`config.mk`:
```
export PLATFORM = sky130hd
export DESIGN_NAME = regfile_write_buffer_flat
export DESIGN_NICKNAME = d
export VERILOG_FILES = /design/src/rtl/regfile_write_buffer_if.sv /design/src/rtl/regfile_write_buffer.sv /design/src/flat_wrapper.sv
export SDC_FILE = /design/constraint.sdc
export NUM_CORES = 1
export LEC_CHECK = 0
export CORE_ASPECT_RATIO = 1.25
export CORE_UTILIZATION = 45
export CTS_CLUSTER_SIZE = 30
export DETAILED_ROUTE_END_ITERATION = 12
export PLACE_DENSITY_LB_ADDON = 0.25
export SKIP_LAST_GASP = 1
export SLEW_MARGIN = 20
export SYNTH_ARGS = -nofsm -noshare
export SYNTH_HDL_FRONTEND = slang
export SYNTH_SLANG_ARGS = --single-unit
```
`constraint.sdc`:
```
create_clock -name Clk -period 3.3 [get_ports Clk]
set_input_delay 0.66 -clock Clk [delete_from_list [all_inputs] [get_ports Clk]]
set_output_delay 0.66 -clock Clk [all_outputs]
set_load 0.005 [all_outputs]
```
`src/rtl/regfile_write_buffer_if.sv`:
```
// rtl/regfile_write_buffer_if.sv - enqueue handshake bundle for the register write buffer
interface regfile_write_buffer_if;
  logic        InValid;
  logic        InReady;
  logic [4:0]  InRegister;
  logic [31:0] InData;

  modport master (
    output InValid,
    output InRegister,
    output InData,
    input  InReady
  );

  modport slave (
    input  InValid,
    input  InRegister,
    input  InData,
    output InReady
  );
endinterface

```
`src/rtl/regfile_write_buffer.sv`:
```
// rtl/regfile_write_buffer.sv - in-order write FIFO in front of the 32x32 register file with read bypass
module regfile_write_buffer #(
  parameter int DEPTH = 4,
  parameter int PTRW  = 2
) (
  input  logic                 Clk,
  input  logic                 Reset_n,
  regfile_write_buffer_if.slave in_if,
  input  logic                 Stall,
  output logic                 RegWrite,
  output logic [4:0]           WriteRegister,
  output logic [31:0]          WriteData,
  input  logic [4:0]           ReadRegister1,
  input  logic [4:0]           ReadRegister2,
  output logic                 BypassHit1,
  output logic [31:0]          BypassData1,
  output logic                 BypassHit2,
  output logic [31:0]          BypassData2,
  output logic [PTRW:0]        Count,
  output logic                 Empty
);

  localparam logic [PTRW-1:0] PTR_ONE  = PTRW'(1);
  localparam logic [PTRW:0]   CNT_ONE  = (PTRW+1)'(1);
  localparam logic [PTRW:0]   CNT_FULL = (PTRW+1)'(DEPTH);

  logic [4:0]      r_addr [DEPTH];
  logic [31:0]     r_data [DEPTH];
  logic [PTRW-1:0] r_head;
  logic [PTRW-1:0] r_tail;
  logic [PTRW:0]   r_count;

  logic            w_empty;
  logic            w_ready;
  logic            w_enq;
  logic            w_deq;
  logic [PTRW-1:0] w_idx;
  logic            w_hit1;
  logic            w_hit2;
  logic [31:0]     w_bdata1;
  logic [31:0]     w_bdata2;

  // Ready depends only on occupancy so a full buffer never accepts while draining.
  assign w_empty = (r_count == '0);
  assign w_ready = (r_count != CNT_FULL);
  // Writes to r0 complete the handshake but are dropped, since r0 is hardwired to zero.
  assign w_enq   = in_if.InValid && w_ready && (in_if.InRegister != 5'd0);
  assign w_deq   = !w_empty && !Stall;

  assign in_if.InReady = w_ready;
  assign RegWrite      = w_deq;
  assign WriteRegister = w_empty ? 5'd0  : r_addr[r_head];
  assign WriteData     = w_empty ? 32'd0 : r_data[r_head];
  assign Count         = r_count;
  assign Empty         = w_empty;
  assign BypassHit1    = w_hit1;
  assign BypassData1   = w_bdata1;
  assign BypassHit2    = w_hit2;
  assign BypassData2   = w_bdata2;

  // Walk occupied entries oldest to youngest so the last match (nearest tail) wins.
  always_comb begin
    w_idx    = '0;
    w_hit1   = 1'b0;
    w_hit2   = 1'b0;
    w_bdata1 = 32'd0;
    w_bdata2 = 32'd0;
    for (int i = 0; i < DEPTH; i++) begin
      w_idx = r_head + PTRW'(i);
      if ((PTRW+1)'(i) < r_count) begin
        if ((ReadRegister1 != 5'd0) && (r_addr[w_idx] == ReadRegister1)) begin
          w_hit1   = 1'b1;
          w_bdata1 = r_data[w_idx];
        end
        if ((ReadRegister2 != 5'd0) && (r_addr[w_idx] == ReadRegister2)) begin
          w_hit2   = 1'b1;
          w_bdata2 = r_data[w_idx];
        end
      end
    end
  end

  // FIFO storage, pointers and occupancy; reset discards every queued write.
  always_ff @(posedge Clk or negedge Reset_n) begin
    if (!Reset_n) begin
      r_head  <= '0;
      r_tail  <= '0;
      r_count <= '0;
      for (int i = 0; i < DEPTH; i++) begin
        r_addr[i] <= 5'd0;
        r_data[i] <= 32'd0;
      end
    end else begin
      if (w_enq) begin
        r_addr[r_tail] <= in_if.InRegister;
        r_data[r_tail] <= in_if.InData;
        r_tail         <= r_tail + PTR_ONE;
      end
      if (w_deq) begin
        r_head <= r_head + PTR_ONE;
      end
      if (w_enq && !w_deq) begin
        r_count <= r_count + CNT_ONE;
      end else if (!w_enq && w_deq) begin
        r_count <= r_count - CNT_ONE;
      end
    end
  end

endmodule
```
`src/flat_wrapper.sv`:
```
// flat-port wrapper written by rule: the top's interface ports become plain ports
module regfile_write_buffer_flat 
#(
  parameter int DEPTH = 4,
  parameter int PTRW  = 2
)
  (Clk, Reset_n, Stall, RegWrite, WriteRegister, WriteData, ReadRegister1, ReadRegister2, BypassHit1, BypassData1, BypassHit2, BypassData2, Count, Empty, in_if_InValid, in_if_InRegister, in_if_InData, in_if_InReady);
  regfile_write_buffer_if in_if_i ();
  input  logic Clk;
  input  logic Reset_n;
  input  logic Stall;
  output logic RegWrite;
  output logic [4:0] WriteRegister;
  output logic [31:0] WriteData;
  input  logic [4:0] ReadRegister1;
  input  logic [4:0] ReadRegister2;
  output logic BypassHit1;
  output logic [31:0] BypassData1;
  output logic BypassHit2;
  output logic [31:0] BypassData2;
  output logic [PTRW:0] Count;
  output logic Empty;
  input wire logic [$bits(in_if_i.InValid)-1:0] in_if_InValid;
  input wire logic [$bits(in_if_i.InRegister)-1:0] in_if_InRegister;
  input wire logic [$bits(in_if_i.InData)-1:0] in_if_InData;
  output wire logic [$bits(in_if_i.InReady)-1:0] in_if_InReady;
  assign in_if_i.InValid = in_if_InValid;
  assign in_if_i.InRegister = in_if_InRegister;
  assign in_if_i.InData = in_if_InData;
  assign in_if_InReady = in_if_i.InReady;
  regfile_write_buffer #(.DEPTH(DEPTH), .PTRW(PTRW)) u_core (.Clk(Clk), .Reset_n(Reset_n), .in_if(in_if_i), .Stall(Stall), .RegWrite(RegWrite), .WriteRegister(WriteRegister), .WriteData(WriteData), .ReadRegister1(ReadRegister1), .ReadRegister2(ReadRegister2), .BypassHit1(BypassHit1), .BypassData1(BypassData1), .BypassHit2(BypassHit2), .BypassData2(BypassData2), .Count(Count), .Empty(Empty));
endmodule
```
==> impl_metrics.env <==
export IMPL_ys_types=47
export IMPL_yosys_warnings=0
export IMPL_cts_hold_buf=0
export IMPL_rsz0062_at_grt="yes"
export IMPL_p_int_mw=12.5
export IMPL_crit_type="reg -> out"
export IMPL_fp_dieH_um=186
export IMPL_start_util_pct=46.4
export IMPL_grt_antenna_before_repair=0
export IMPL_highest_layer="met4"
export IMPL_path_max_fanout=6
export IMPL_final_nets=1697
export IMPL_cts_tree="yes"
export IMPL_syn_inst=1324
export IMPL_final_max_slew_viol_count=0
export IMPL_rr_endpoint="u_core.Count[2]$_DFFE_PN0P_"
export IMPL_ys_top_cells_by_area="dfrtp_1 32%, mux2_2 17%, mux2i_1 12%"
export IMPL_mappedNetlistArea_mm2=0.0122
export IMPL_utilization_pct=70.0
export IMPL_period_share_pct=122
export IMPL_r2r_cells=10
export IMPL_slowest_stage="dfrtp_4"
export IMPL_reg2reg_from="u_core.Count[0]$_DFFE_PN0P_"
export IMPL_relSlewSlack_pct=49.0
export IMPL_crit_top_cell="buf_6"
export IMPL_dp_slack_ps=-848
export IMPL_dieArea_mm2=0.0277
export IMPL_p_leak_nw=8.33
export IMPL_root_buffer="clkbuf_16"
export IMPL_ys_seq_area_share_pct=31.9
export IMPL_worst_ep_required_time_ps=2640
export IMPL_slowest_delay_ps=540
export IMPL_ys_flop_type="dfrtp_1"
export IMPL_drive_gt1_share_pct=46.9
export IMPL_synthTopCellsByCount="223 x nand2_1, 188 x mux2_2, 155 x dfrtp_1, 140 x mux2i_1, 69 x a21oi_1"
export IMPL_vdd_drop_max_mv=0.587
export IMPL_hpwlAfterDp_um=24600
export IMPL_path_cells="buf_12, buf_6, mux4_2, xnor2_2, nand4_1, nor4_4, buf_4, buf_6, clkbuf_16, nand2_1, a21oi_2, o21a_1, buf_2"
export IMPL_cts_buffers=17
export IMPL_max_freq_ghz=0.248
export IMPL_holdWs_ps=269
export IMPL_postRouteAntennaNets=0
export IMPL_dr_first_iter_drc_count=866
export IMPL_critPathTopFamily="buffers and inverters"
export IMPL_antenna_cells=0
export IMPL_hold_viol_final=0
export IMPL_powerDensity_mw_per_mm2=1210
export IMPL_die_x_um=149
export IMPL_rows=66
export IMPL_max_slew_worst_pin_slew_ps=766
export IMPL_grt_pass1_wl_um=67600
export IMPL_post_dp_cell_area_mm2=0.0152
export IMPL_synth_top_area_cell="dfrtp_1"
export IMPL_drt_met1_wl_um=17500
export IMPL_critPathLaunch="u_core.r_head[0]$_DFFE_PN0P_"
export IMPL_final_setup_worst_slack_ps=-738
export IMPL_grt_pass1_vias=12100
export IMPL_clkTransAtPathRegs_ps=70
export IMPL_worstPathArrival_ps=3380
export IMPL_hold_path_class="in -> async"
export IMPL_status="complete, but fails checks"
export IMPL_setup_viol=68
export IMPL_drt_wl_total_um=45700
export IMPL_routedWlPerCell_um=23.0
export IMPL_clockBufferDepth=2
export IMPL_synth_most_common_cell="nand2_1"
export IMPL_crit_end="BypassData2[14]"
export IMPL_portBuffers=159
export IMPL_start_kind="register"
export IMPL_drc=0
export IMPL_met3_length_um=2990
export IMPL_dr_pass1_iters=5
export IMPL_viasPerCell=6.13
export IMPL_gr_usage_all_layers_pct=32.0
export IMPL_crit_cells=13
export IMPL_swShare_pct=43.6
export IMPL_violations="setup timing"
export IMPL_p_switching_mw=9.68
export IMPL_comb_power_share_pct=73.9
export IMPL_ios=160
export IMPL_syn_area_per_cell_um2=9.19
export IMPL_htree_levels=4
export IMPL_maxCapViolations=0
export IMPL_p_seq_share_pct=17.1
export IMPL_overflow=0
export IMPL_clock_power_share_pct=9.0
export IMPL_ys_ff_latch=155
export IMPL_coreArea_mm2=0.0263
export IMPL_cts_sinks=155
export IMPL_fillCellCount=1804
export IMPL_fin_area_mm2=0.0184
export IMPL_syn_nets=1384
export IMPL_vias=12200
export IMPL_rrSetupSlack_ps=1070
export IMPL_critPathCaptureType="primary output"
export IMPL_crit_buf_inv=6
export IMPL_tns_ps=-42070
export IMPL_yosys_area_top_type_share_pct=31.9
export IMPL_synth_edf_count=0
export IMPL_grt_max_degree=78
export IMPL_area_growth_pct=51.0
export IMPL_worstSkewPairLatency_ps=430
export IMPL_async_reset_ff_share_pct=100
export IMPL_wl_met2_um=22600
export IMPL_gp_congestion=0.923
export IMPL_period_needed_ps=4040
export IMPL_fin_skew_ps=11.9
-- worst reg2reg max path: cells and delay by family, from the launching register on --
kind,cells,cell delay [ps]
XOR/XNOR,1,150
adder cells (fa/ha/maj),2,560
buffers and inverters,4,490
flip-flops,1,360
AND/OR/NAND/NOR,3,590
-- flip-flops by register name, summed over array words and instances (netlist names) --
register	count
u_core.Count	3
u_core.r_addr	20
u_core.r_data	128
u_core.r_head	2
u_core.r_tail	2
-- layout make-up --
class / instances / area [um2] / share of cell area, %
timing repair inverter: 1 / 8.76 / 0.0476
sequential: 155 / 3890 / 21.1
clock inverter: 14 / 160 / 0.871
timing repair buffer: 409 / 4280 / 23.3
tap: 340 / 425 / 2.31
multi-input combinational: 1042 / 9140 / 49.7
inverter: 11 / 53.8 / 0.293
clock buffer: 18 / 429 / 2.33
-- metal layers --
| layer | up-vias | GRT usage [%] |
|---|---|---|
| met4 | 0 | 17.6 |
| met1 | 6036 | 37.6 |
| met3 | 187 | 4.90 |
| li1 | 5373 | - |
| met5 | - | 0 |
| met2 | 598 | 55.7 |
-- cell families after synthesis --
group | count (synthesis) | share of synthesized area [%]
and+or+nand+nor | 402 | 15.8
muxes | 341 | 31.3
AOI/OAI and AO/OA | 246 | 12.6
DFF | 155 | 31.9
buffers and inverters | 127 | 4.40
xor gates and xnor gates | 44 | 3.17
adders and majority gates | 9 | 0.925
-- how the worst min path moves through the flow --
| stage | start | to | cells past startpoint |
|---|---|---|---|
| floorplan | Reset_n | u_core.Count[0]$_DFFE_PN0P_ | 0 |
| global placement | u_core.r_data[105]$_DFFE_PN0P_ | u_core.r_data[105]$_DFFE_PN0P_ | 1 |
| detailed placement | u_core.r_data[124]$_DFFE_PN0P_ | u_core.r_data[124]$_DFFE_PN0P_ | 1 |
| CTS | Reset_n | u_core.r_data[122]$_DFFE_PN0P_ | 1 |
| global route | Reset_n | u_core.r_data[122]$_DFFE_PN0P_ | 1 |
| finish | Reset_n | u_core.r_data[122]$_DFFE_PN0P_ | 1 |
-- placed cells by master (no fill, tap or decap), drive strengths merged, types with 30 or more instances in the layout --
cell	netlist	final
buf	51	308
nand2	223	223
mux2	188	188
dfrtp	155	155
mux2i	140	140
a21oi	69	69
o21ai	68	68
clkdlybuf4s50	0	65
nor2	46	46
nor2b	38	38
nand2b	32	32
o22ai	32	32
o21a	30	30
or3b	30	30
a221oi	30	30
-- repair_timing --
item,4_1_cts,5_1_grt
setup endpoints to repair,92,86
setup buffers,72,29
pin swaps,117,56
gates cloned,19,4
gates resized for setup,536,148
-- through the flow --
stage / total power [mW] / instances
after global placement: 16.3 / 1855
final: 22.2 / 1990
after detailed placement: 16.5 / 1855
after CTS: 20.4 / 1972
after global routing: 23.4 / 1990
after floorplan: 11.2 / 1324
-- power groups by stage --
stage               Combinational (mW)  Sequential, mW  Clock [mW]
finish                            16.4            3.80        1.99
global placement                  12.6            3.63           0
detailed placement                12.8            3.72           0
CTS                               14.7            3.67        2.01
global route                      17.4            3.89        2.11
floorplan                         7.73            3.45           0
Note: power is estimated with default switching activity, not from simulation.
